--- config.mk ---
export PLATFORM = sky130hd
export DESIGN_NAME = switch_bounce_gen_flat
export DESIGN_NICKNAME = d
export VERILOG_FILES = /design/src/rtl/switch_bounce_gen_if.sv /design/src/rtl/switch_bounce_gen.sv /design/src/flat_wrapper.sv
export SDC_FILE = /design/constraint.sdc
export NUM_CORES = 1
export LEC_CHECK = 0
export ABC_AREA = 0
export ABC_CLOCK_PERIOD_IN_PS = 4040
export CAP_MARGIN = 10
export CORE_UTILIZATION = 25
export DETAILED_ROUTE_END_ITERATION = 10
export HOLD_SLACK_MARGIN = 0.1
export PLACE_DENSITY = 0.43
export SLEW_MARGIN = 10
export SYNTH_ARGS = -nofsm -noshare
export SYNTH_HDL_FRONTEND = slang
export SYNTH_SLANG_ARGS = --single-unit
--- constraint.sdc ---
create_clock -name clk -period 4.04 [get_ports clk]
set_clock_uncertainty 0.1 [all_clocks]
set_input_delay 0.808 -clock clk [delete_from_list [all_inputs] [get_ports clk]]
set_output_delay 0.808 -clock clk [all_outputs]
set_load 0.1 [all_outputs]
--- src/rtl/switch_bounce_gen_if.sv ---
// Command/status bundle for switch_bounce_gen: valid/ready command channel plus
// the emulated switch output and its busy/done status.
interface switch_bounce_gen_if #(
  parameter int BOUNCE_W = 8
);
  logic                i_valid;
  logic                o_ready;
  logic                i_level;
  logic [BOUNCE_W-1:0] i_bounce_len;
  logic                o_sig_bouncy;
  logic                o_busy;
  logic                o_done;

  modport master (
    output i_valid, i_level, i_bounce_len,
    input  o_ready, o_sig_bouncy, o_busy, o_done
  );

  modport slave (
    input  i_valid, i_level, i_bounce_len,
    output o_ready, o_sig_bouncy, o_busy, o_done
  );
endinterface

--- src/rtl/switch_bounce_gen.sv ---
// Mechanical switch emulator: LFSR-driven bounce burst, then a settled level.
// Optional macro SBG_FORCE_FIRST_EDGE_EN forces target on the first bounce edge.
//
// state  | meaning
// IDLE   | waiting for a command, ready high
// BOUNCE | counting down the burst, then settling on target
module switch_bounce_gen #(
  parameter int          BOUNCE_W  = 8,
  parameter logic [15:0] LFSR_SEED = 16'hACE1
) (
  input  logic                clk,
  input  logic                rstn,
  switch_bounce_gen_if.slave  bus
);

  typedef enum logic {IDLE, BOUNCE} state_t;

  // All-zero is the LFSR lock-up state, so a zero seed is replaced.
  localparam logic [15:0] SEED = (LFSR_SEED == 16'h0000) ? 16'h0001 : LFSR_SEED;
  localparam logic [15:0] MASK = 16'hB400;

  state_t              state;
  state_t              state_nxt;
  logic [BOUNCE_W-1:0] cnt;
  logic                target;
  logic                sig;
  logic                done;
  logic [15:0]         lfsr;
  logic                ready;
  logic                busy;
  logic                accept;
  logic                cnt_zero;
`ifdef SBG_FORCE_FIRST_EDGE_EN
  logic                first;
`endif

  assign accept   = bus.i_valid && ready;
  assign cnt_zero = (cnt == '0);

  always_ff @(posedge clk) begin
    if (!rstn) state <= IDLE;
    else       state <= state_nxt;
  end

  always_comb begin
    state_nxt = state;
    case (state)
      IDLE:    if (accept)   state_nxt = BOUNCE;
      BOUNCE:  if (cnt_zero) state_nxt = IDLE;
      default: state_nxt = IDLE;
    endcase
  end

  always_comb begin
    ready = 1'b0;
    busy  = 1'b0;
    case (state)
      IDLE:    ready = 1'b1;
      BOUNCE:  busy  = 1'b1;
      default: ready = 1'b0;
    endcase
  end

  always_ff @(posedge clk) begin
    if (!rstn) begin
      cnt    <= '0;
      target <= 1'b0;
      sig    <= 1'b0;
      done   <= 1'b0;
      lfsr   <= SEED;
`ifdef SBG_FORCE_FIRST_EDGE_EN
      first  <= 1'b0;
`endif
    end else begin
      lfsr <= (lfsr >> 1) ^ (lfsr[0] ? MASK : 16'h0000);
      done <= 1'b0;
      if (state == IDLE) begin
        if (accept) begin
          target <= bus.i_level;
          cnt    <= bus.i_bounce_len;
`ifdef SBG_FORCE_FIRST_EDGE_EN
          first  <= (bus.i_bounce_len != '0);
`endif
        end
      end else if (!cnt_zero) begin
        cnt <= cnt - BOUNCE_W'(1);
`ifdef SBG_FORCE_FIRST_EDGE_EN
        first <= 1'b0;
        if (first) sig <= target;
        else       sig <= sig ^ lfsr[0];
`else
        sig <= sig ^ lfsr[0];
`endif
      end else begin
        sig  <= target;
        done <= 1'b1;
      end
    end
  end

  assign bus.o_ready      = ready;
  assign bus.o_busy       = busy;
  assign bus.o_sig_bouncy = sig;
  assign bus.o_done       = done;

endmodule

--- src/flat_wrapper.sv ---
// flat-port wrapper written by rule: the top's interface ports become plain ports
module switch_bounce_gen_flat 
#(
  parameter int          BOUNCE_W  = 8,
  parameter logic [15:0] LFSR_SEED = 16'hACE1
)
  (clk, rstn, bus_i_valid, bus_i_level, bus_i_bounce_len, bus_o_ready, bus_o_sig_bouncy, bus_o_busy, bus_o_done);
  switch_bounce_gen_if #(.BOUNCE_W(BOUNCE_W)) bus_i ();
  input  logic clk;
  input  logic rstn;
  input wire logic [$bits(bus_i.i_valid)-1:0] bus_i_valid;
  input wire logic [$bits(bus_i.i_level)-1:0] bus_i_level;
  input wire logic [$bits(bus_i.i_bounce_len)-1:0] bus_i_bounce_len;
  output wire logic [$bits(bus_i.o_ready)-1:0] bus_o_ready;
  output wire logic [$bits(bus_i.o_sig_bouncy)-1:0] bus_o_sig_bouncy;
  output wire logic [$bits(bus_i.o_busy)-1:0] bus_o_busy;
  output wire logic [$bits(bus_i.o_done)-1:0] bus_o_done;
  assign bus_i.i_valid = bus_i_valid;
  assign bus_i.i_level = bus_i_level;
  assign bus_i.i_bounce_len = bus_i_bounce_len;
  assign bus_o_ready = bus_i.o_ready;
  assign bus_o_sig_bouncy = bus_i.o_sig_bouncy;
  assign bus_o_busy = bus_i.o_busy;
  assign bus_o_done = bus_i.o_done;
  switch_bounce_gen #(.BOUNCE_W(BOUNCE_W), .LFSR_SEED(LFSR_SEED)) u_core (.clk(clk), .rstn(rstn), .bus(bus_i));
endmodule
==> key figures <==
GRT
  – Number of global-route vias before repair: 800
  – Wire length of the first global-routing pass: 3890 um
  – Pin count of the biggest net entering global routing: 29
  – Overall global routing resource usage: roughly a tenth
  – Initial antenna violation count: 0
  – Grt ovf: 0

Worst setup path
  – Worst reg-to-reg path cell count: 4
  – Critical register-to-register path startpoint: u_core.state
  – Delay-heaviest family, CP: buffers and inverters
  – Type of the worst setup path: flop to output port
  – CP max stage delay: just over 1 ns
  – Stages on worst setup path: 2
  – CP max stage cell: clkdlybuf4s50_1
  – Register-to-register path setup slack: 2.08 ns
  – Worst EP required: about 3.1 ns
  – Worst reg2reg path endpoint: u_core.cnt[5]
  – Setup crit end: bus_o_ready
  – Startpoint of the most critical setup path: u_core.state
  – Worst setup SP type: flop
  – CP max FO: 21
  – Element type at the critical path end: output port
  – Arrival time at the worst endpoint: roughly 2.3 ns
  – Worst Path Buf+Inv: 2
  – Cell-by-cell trace of the critical path: inv_1, clkdlybuf4s50_1

Route
  – Routed length per instance: 11.9 um
  – Post-Route WL: roughly 2200 um
  – Drt initial violations: 56
  – Count of antenna-violating nets left after detailed routing: 0
  – Vias per Instance: 4.38
  – Vias post-DR: 811
  – DRC violations left: 0
  – First drt pass iteration count: 2

Synthesis
  – Cell taking the most area after synthesis: dfxtp_1
  – Leading post-synthesis cells by instance count: 28 x dfxtp_1, 10 x nand2_1, 8 x and2_1
  – Top cell type's share of synthesized area: roughly half
  – Number of synthesized flops with an enable pin: 0
  – Proportion of synthesized chip area in sequential cells: 48.4%
  – Synthesized Nets: 131
  – Count of cell types in the netlist: 36
  – Register bit count reported by yosys: 28
  – Most frequently used cell type in the post-synthesis netlist: dfxtp_1
  – Main flop type after synthesis: dfxtp_1
  – Async set-or-reset flop fraction in the synthesized netlist: 0%
  – Cell area after synthesis: 1160 um^2
  – Count of mapped cells out of synthesis: around 120
  – Mean cell area of the mapped netlist: 9.81 um^2
  – Number of warning messages in the yosys log: 0
  – Synth top area cells: dfxtp_1 48%, and2_1 4.3%, nand2b_1 3.8%

Clocking
  – Clock latency of the later-clocked register in the worst-skew pair: 0.27 ns
  – Post-CTS clock slew at the launch and capture registers of the worst setup and hold paths: 0.10 ns
  – TritonCTS clock tree: yes
  – Maximum level of the CTS H-tree: 1
  – Clock Path Buffers: 2
  – CTS root buffer: clkbuf_8
  – Post-CTS Setup Inserts: 0
  – # resized after CTS: 0
  – Number of buffers created by CTS: 3
  – Clk sinks: 28
  – Cts hold-fix bufs: 0

STA
  – Unrepaired setup endpoints after global routing: no
  – Hold violation total from the final report: 0
  – Fin Setup TNS: 0 ns
  – Final worst-path cycle share: 79.5%
  – Worst Slack Setup Final: 0.828 ns
  – Setup-violating endpoint count in the final report: 0
  – Hold_ws: 0.314 ns
  – Measured slew at the worst slew-check pin: approximately 0.97 ns
  – Remaining max-slew budget at the tightest pin: 35.4%
  – Min Tclk post-route: 3.21 ns
  – Max Clk Rate: 0.311 GHz
  – Final slew viol count: 0

Cells and area
  – Multi-input combinational cell area: 562 um^2
  – FF/Latch Area: approximately 560 um^2
  – Final instance count without filler cells: 185
  – Layout overhead on the synthesized area: 22.8%
  – Share of post-route cells with drive strength above 1: 8.27%
  – Number of inserted filler cells in the final layout: 460
  – Total inserted antenna cells: 0
  – Final standard cell utilization of the core: 32.2%
  – Final Net Count: 147
  – Area of all placed cells without fillers: 1420 um^2

Power and ir drop
  – Total Power Consumption: between 0.6 and 0.7 mW
  – Static Leakage: 0.573 nW
  – Pwr per Cell Area: 484 nW/um^2
  – Maximum vdd ir drop: 233 uV

Floorplan
  – Die Span X: 70.0 um
  – Starting utilization of the core area: 26.2%
  – Core area: 4410 um^2
  – Height of the die: 70.0 um
  – Rows: 24
  – Die area: about 5000 um^2
  – I/O pin count: 16

Job
  – Max-capacitance violation count: 0

Placed design
  – Worst setup slack before clock tree synthesis: 1.14 ns
  – DP Wirelength: 1510 um
  – Placed Cells: 181
  – Total of buffers placed on input and output ports: 15
  – Placement Cell Area: 1350 um^2
  – Final Wtd Congestion: 0.721

Hold path
  – Min-Delay Path Class: flop to flop

Outcome
  – Status: completed
==> worst min-delay path by stage <==
stage	start	end	slack (ns)	cells past startpoint
6_report	u_core.lfsr[1]	u_core.lfsr[0]	0.31	1
2_1_floorplan	u_core.lfsr[1]	u_core.lfsr[0]	0.29	1
3_3_place_gp	u_core.lfsr[1]	u_core.lfsr[0]	0.29	1
5_1_grt	u_core.lfsr[8]	u_core.lfsr[7]	0.34	1
4_1_cts	u_core.lfsr[1]	u_core.lfsr[0]	0.32	1
3_5_place_dp	u_core.lfsr[8]	u_core.lfsr[7]	0.29	1
==> layout by cell type (no fill, tap or decap), types with 2 or more instances in the layout <==
cell and count:
dfxtp_1 28, clkdlybuf4s50_1 14, nand2_1 10, and2_1 8
nand2b_1 7, nor2b_1 6, nor2_1 6, a21oi_1 5
inv_1 4, o21ai_0 4, nor3_1 3, mux2i_1 3
xor2_1 3, clkbuf_8 3, nand3_1 2, o211a_1 2
a31oi_1 2, mux2_2 2, xnor2_1 2, a211oi_1 2
==> flip-flops by register name, indices dropped and copies added (netlist names) <==
name / flops
u_core.lfsr: 16
u_core.cnt: 8
u_core.bus.o_done: 1
u_core.bus.o_sig_bouncy: 1
u_core.state: 1
u_core.target: 1
==> worst reg2reg max path, stage by stage (launching register included) <==
cell	delay (ns)
dfxtp_1	0.79
nor2_1	0.18
a31oi_4	0.30
or3b_1	0.37
a31oi_1	0.15
==> area by class of cell <==
| class | instances | area share, % |
|---|---|---|
| inverter | 4 | 1.06 |
| multi-input combinational | 82 | 39.5 |
| timing repair buffer | 15 | 10.4 |
| sequential | 28 | 39.4 |
| clock buffer | 3 | 2.90 |
| tap | 52 | 4.58 |
| clock inverter | 1 | 2.11 |
==> power by group <==
group | internal, mW | switching, mW
Clock | 0.133 | 0.0851
Sequential | 0.301 | 0.0253
Combinational | 0.0632 | 0.0818
Total | 0.496 | 0.192
==> layer usage <==
layer  share of wire [%]  routed length (um)  vias up  GRT usage (%)
met5                   0                   0        -              0
met4                0.77                  17        0           2.67
met3                 4.3                  94        2           3.90
met2                  46                1020       14           16.5
met1                  49                1070      366           12.3
li1                    -                   -      429              -
==> kinds of logic (layout without fill, tap and decap cells) <==
family          after synthesis  in the layout  share of synthesized area, %
simple gates                 51             51                          26.2
fa+ha+maj                     1              1                          1.08
xor+xnor                      5              5                          3.78
compound gates               19             19                          12.0
flops                        28             28                          48.4
buf+inv                       8             23                          3.03
mux                           6              6                          5.51
Note: power is estimated with default switching activity, not from simulation.
==> patch 1 (same flow settings) <==
The option `SBG_FORCE_FIRST_EDGE_EN` is turned on by a define.
--- a/src/rtl/switch_bounce_gen.sv
+++ b/src/rtl/switch_bounce_gen.sv
@@ -4,6 +4,8 @@
 // state  | meaning
 // IDLE   | waiting for a command, ready high
 // BOUNCE | counting down the burst, then settling on target
+`define SBG_FORCE_FIRST_EDGE_EN
+
 module switch_bounce_gen #(
   parameter int          BOUNCE_W  = 8,
   parameter logic [15:0] LFSR_SEED = 16'hACE1
Check against the original RTL: not equivalent (Yosys sat finds a counterexample within 4 cycles, from zero or initial values and one cycle with rstn low).
==> patch 1 against the original RTL <==
  * Cell area increased by 9.4%
  * Critical path type unchanged
  * Routed wire length grew 20%
  * Total power is 12% higher
  * Setup slack improved by 390 ps
  * Die area grew 6.0%
  * Area after synthesis increased by 6.2%
  * Largest cell class unchanged
  * Sequential cell count grew 1
==> patch 1: results (changes against the original RTL) <==
Power
The maximum vdd ir drop was 0.236 mV (+1.4%). The static leakage was 0.588 nW (+2.6%). The internal power component is 556 uW (+12%).

Cells and area
The number of nets in the layout is 165 (+12%). The fraction of layout cells with a size suffix above 1 came to 0.0987 (+0.0160). The final-layout fill cell count is 491 (+6.7%). The count of inserted antenna diode cells is 0 (unchanged).

Clock network
The number of buffers created by CTS is 5 (+2). The insertion delay to the later sink of the worst-skew pair is 270 ps (about the same). The clock-pin slew on the worst setup and hold paths was 60 ps (-40 ps). The clock root buffer is clkbuf_8.

The number of levels the H-tree was split into is 2 (+1). The post-cts gate resize count is 0 (unchanged). The maximum root-to-sink buffer count is 2 (unchanged).

Drt
The average vias per placed instance is 4.32 (-1.6%). The count of TritonRoute iterations in the first routing pass is 4 (+2). The number of design-rule violations left by the first detailed-router iteration was 43 (-23%). The final routed wirelength across all metal layers is 2640 um (+20%).

Global routing
The via count of the first global-routing pass is 906 (+13%). The global-route wire length before repair is 4320 um (+11%). The initial antenna violation count came to 0 (unchanged).

The total global routing track utilization is 0.112 (+0.0116). The maximum number of pins on one net before global-route repair came to 22 (-24%).

Placed design
The worst setup timing slack at the placement stage is 1510 ps (+374 ps). The global placer's final weighted congestion is 0.761 (+5.5%). The placed wire-length estimate was 1860 um (+23%). The quantity of I/O buffers inserted on ports is 15 (unchanged).

Setup path
Among all stages on the critical path, the largest delay is contributed by clkdlybuf4s50_1. The arrival time at the worst endpoint is 1920 ps (-380 ps). The worst-case register-to-register setup slack is 2180 ps (+100 ps). The top cell family by delay on the critical path is buffers and inverters. The depth of the worst register-to-register path is 6 (+2). The maximum fanout encountered on the critical timing path came to 8 (-62%). The peak per-stage delay on the critical path came to 1170 ps (+150 ps). The worst register-to-register path begins at u_core.cnt[0].

Yosys
The synthesized net count came to 147 (+12%). By count the netlist is led by dfxtp_1, nand2_1, nor2_1, a21oi_1, nand2b_1. The register area share after synthesis is 0.473 (-0.0118). The number of library cell types mapped by synthesis is 33 (-8.3%). By area the synthesized netlist is led by dfxtp_1, nand2b_1, a21oi_1. The share of synthesized flip-flops with an asynchronous set or reset is 0 (unchanged).

Hold path
The worst min-delay path startpoint is u_core.lfsr[1]. The cell count of the worst hold path is 1 (unchanged). The worst hold path belongs to the class reg -> reg.

Run status
The run finished with clean final reports.

STA
The final-layout worst hold slack is 309 ps (-4.47 ps). The actual slew at the worst max-slew pin is 963 ps (-2.60 ps).
patch 1: worst max-delay path by stage:
stage                 start          end  slack [ps]  cells after the start
4_1_cts        u_core.state  bus_o_ready        1200                      2
5_1_grt        u_core.state  bus_o_ready        1170                      2
3_5_place_dp   u_core.state  bus_o_ready        1510                      2
2_1_floorplan  u_core.state  bus_o_ready        1160                      2
3_3_place_gp   u_core.state  bus_o_ready        1520                      2
6_report       u_core.state  bus_o_ready        1210                      2
patch 1: final cells by class:
cell class                      count  area (um2)  area share
Clock buffer                        5        68.8      0.0442
Clock inverter                      2        35.0      0.0225
Inverter                            6        22.5      0.0145
Multi-Input combinational cell     93         602       0.387
Sequential cell                    29         581       0.373
Tap cell                           67        83.8      0.0539
Timing Repair Buffer               17         163       0.105
patch 1: logic make-up after synthesis:
logic type      synth area share
mux                       0.0336
buf+inv                   0.0377
compound gates             0.154
flops                      0.473
xor+xnor                  0.0214
simple gates               0.271
fa+ha+maj                 0.0102
patch 1: per-layer routing:
layer,track usage,up-vias,wire length (um)
met3,0.0361,2,93
met5,0,-,0
met2,0.179,11,1220
li1,-,492,-
met4,0.0523,0,14
met1,0.138,440,1310
patch 1: stage by stage:
stage / total power [mW] / area (um2) / cells / util
finish: 0.773 / 1560 / 219 / 0.329
global route: 0.812 / 1560 / 219 / 0.329
CTS: 0.785 / 1560 / 219 / 0.329
detailed placement: 0.496 / 1450 / 212 / 0.307
global placement: 0.496 / 1450 / 212 / 0.307
floorplan: 0.452 / 1230 / 134 / -
patch 1: power by group through the flow:
stage | registers, mW | logic, mW | clock network, mW
finish | 0.334 | 0.155 | 0.284
global route | 0.338 | 0.170 | 0.304
CTS | 0.334 | 0.158 | 0.294
detailed placement | 0.340 | 0.157 | 0
global placement | 0.340 | 0.156 | 0
floorplan | 0.352 | 0.101 | 0
==> patch 2 (config.mk and constraints unchanged) <==
Without the edit above. Reset style: asynchronous (`rstn`), changed in 2 clocked blocks.
--- a/src/rtl/switch_bounce_gen.sv
+++ b/src/rtl/switch_bounce_gen.sv
@@ -37,7 +37,7 @@
   assign accept   = bus.i_valid && ready;
   assign cnt_zero = (cnt == '0);
 
-  always_ff @(posedge clk) begin
+  always_ff @(posedge clk or negedge rstn) begin
     if (!rstn) state <= IDLE;
     else       state <= state_nxt;
   end
@@ -61,7 +61,7 @@
     endcase
   end
 
-  always_ff @(posedge clk) begin
+  always_ff @(posedge clk or negedge rstn) begin
     if (!rstn) begin
       cnt    <= '0;
       target <= 1'b0;
Check against the original RTL: differs if rstn is asserted again (counterexample within 4 cycles, from zero or initial values and one cycle with rstn low); with rstn held inactive, the same outputs for 10 cycles.
==> patch 2 against the original RTL <==
  * Register-to-register slack got worse by 30 ps
  * Sequential cell count is the same
  * Routed wire length is 11% higher
  * Hold slack got worse by 55 ps
  * Critical endpoint is now bus_o_sig_bouncy
  * Cell area rose by 2.1%
  * Global-route usage up 0.97 points
  * Count of clock-buffer cells in the layout unchanged
  * Setup slack gained 510 ps
  * The run now ends with DRC left
  * Area after synthesis grew 1.3%
Power is not compared: it rests on default switching activity, and its combinational part moved more than twofold at a synthesized area within 25%.
==> patch 2: results (changes against the original RTL) <==
Run status
The run finished, with violations left. The final reports fail on DRC.

Power
The maximum vdd ir drop is 0.341 mV. Summed over all cells, the static leakage comes to 0.658 nW.

Setup path
The maximum fanout encountered on the critical timing path is 4 (-81%). The arrival time at the worst endpoint is 1800 ps (-500 ps). The depth of the worst register-to-register path came to 5 (+1). The peak per-stage delay on the critical path is 1140 ps (+120 ps).

Global routing
The initial antenna violation count is 0 (unchanged). The global-route wire length before repair is 4130 um (+6.0%). The total global routing track utilization is 0.110 (+0.00966). The maximum number of pins on one net before global-route repair was 26 (-10%). The via count of the first global-routing pass was 819 (+2.4%).

Clock network
The post-CTS setup buffer count is 0 (unchanged). The number of levels the H-tree was split into is 1 (unchanged). After clock tree synthesis, the clock-pin slew on the worst setup and hold paths is 90 ps. The post-cts gate resize count is 0 (unchanged). The maximum root-to-sink buffer count is 2 (unchanged). The clock root buffer is clkbuf_8.

Placed design
The post-place instance area is 1390 um2 (+2.6%). The global placer's final weighted congestion is 0.721 (about the same). The quantity of I/O buffers inserted on ports is 15 (unchanged). The worst setup timing slack at the placement stage is 1640 ps (+507 ps). The placed wire-length estimate is 1660 um (+9.7%).

Yosys
The share of synthesized flip-flops with an asynchronous set or reset was 1.00 (+1.00). The most used flip-flop cell after synthesis is dfrtp_1. The number of library cell types mapped by synthesis is 38 (+5.6%). The register area share after synthesis is 0.606 (+0.122). Counting instances in the post-synthesis netlist gives the leading cell types as dfrtp_1, nand2_1, dfstp_2, nor2_1. In the post-synthesis netlist, the biggest area contributors are dfrtp_1, dfstp_2, nand2_1. The synthesized net count is 113 (-14%).

Hold path
The cell count of the worst hold path is 0 (-1).

Drt
The count of TritonRoute iterations in the first routing pass is 9 (+7). The number of design-rule violations left by the first detailed-router iteration is 14 (-75%). The average wire per standard cell came to 14.4 um (+21%).

The average vias per placed instance was 4.89 (+12%). The residual DRC count is 2 (+2).

Cells and area
The fraction of layout cells with a size suffix above 1 is 0.179 (+0.0968). The number of nets in the layout is 132 (-10%). The final-layout fill cell count is 463 (+0.65%). In the final layout, the registers with the most flip-flops are u_core.lfsr x16, u_core.cnt x8.

STA
The actual slew at the worst max-slew pin is 970 ps (+4.25 ps).
## patch 2: changes by cell type in the layout (fill, tap and decap cells not counted), sizes merged, moves of 4 or more
cell	unedited run	this run
dfxtp	28	0
o21ai	4	0
dfstp	0	8
buf	1	5
and2	9	0
nand2b	7	1
dfrtp	0	20
## patch 2: power breakdown
group | switching, mW | internal (mW) | leakage, nW
combinational | 0.179 | 0.133 | 0.283
clock | 0.0908 | 0.133 | 0.0357
sequential | 0.0719 | 0.334 | 0.339
total | 0.341 | 0.600 | 0.658
## patch 2: routing by layer
metal / global-route usage / vias up / wire length [um] / part of all wire
met2: 0.161 / 16 / 1040 / 0.43
met4: 0.0612 / 0 / 56 / 0.023
met5: 0 / - / 0 / 0
met1: 0.153 / 414 / 1230 / 0.50
met3: 0.0216 / 4 / 116 / 0.048
li1: - / 393 / - / -
## patch 2: worst paths after layout
check	start	slack (ps)	to
max	u_core.bus.o_sig_bouncy	1340	bus_o_sig_bouncy
min	u_core.lfsr[12]	260	u_core.lfsr[11]
max reg2reg	u_core.cnt[0]	2050	u_core.cnt[3]
min reg2reg	u_core.lfsr[12]	260	u_core.lfsr[11]
max in group asynchronous	rstn	2860	u_core.lfsr[5]
min in group asynchronous	rstn	400	u_core.cnt[4]
## patch 2: cells by family (layout without fill, tap and decap cells)
family,after synthesis,count (layout),share of synthesized area
flops,28,28,0.606
compound gates,18,18,0.118
simple gates,38,38,0.183
buf+inv,7,25,0.0235
mux,3,3,0.0256
fa+ha+maj,2,2,0.0213
xor+xnor,3,3,0.0224
## patch 2: per-stage QoR
stage / std cells / power [mW]
2_1_floorplan: 99 / 0.635
3_3_place_gp: 165 / 0.723
3_5_place_dp: 165 / 0.722
4_1_cts: 169 / 0.949
5_1_grt: 169 / 1.00
6_report: 169 / 0.941
## patch 2: final cells by class
class | instances | area, um2 | share of cell area
Sequential cell | 28 | 711 | 0.490
Tap cell | 52 | 65.1 | 0.0448
Inverter | 4 | 15.0 | 0.0103
Clock buffer | 3 | 41.3 | 0.0284
Multi-Input combinational cell | 64 | 434 | 0.299
Timing Repair Buffer | 17 | 155 | 0.107
Clock inverter | 1 | 30.0 | 0.0207
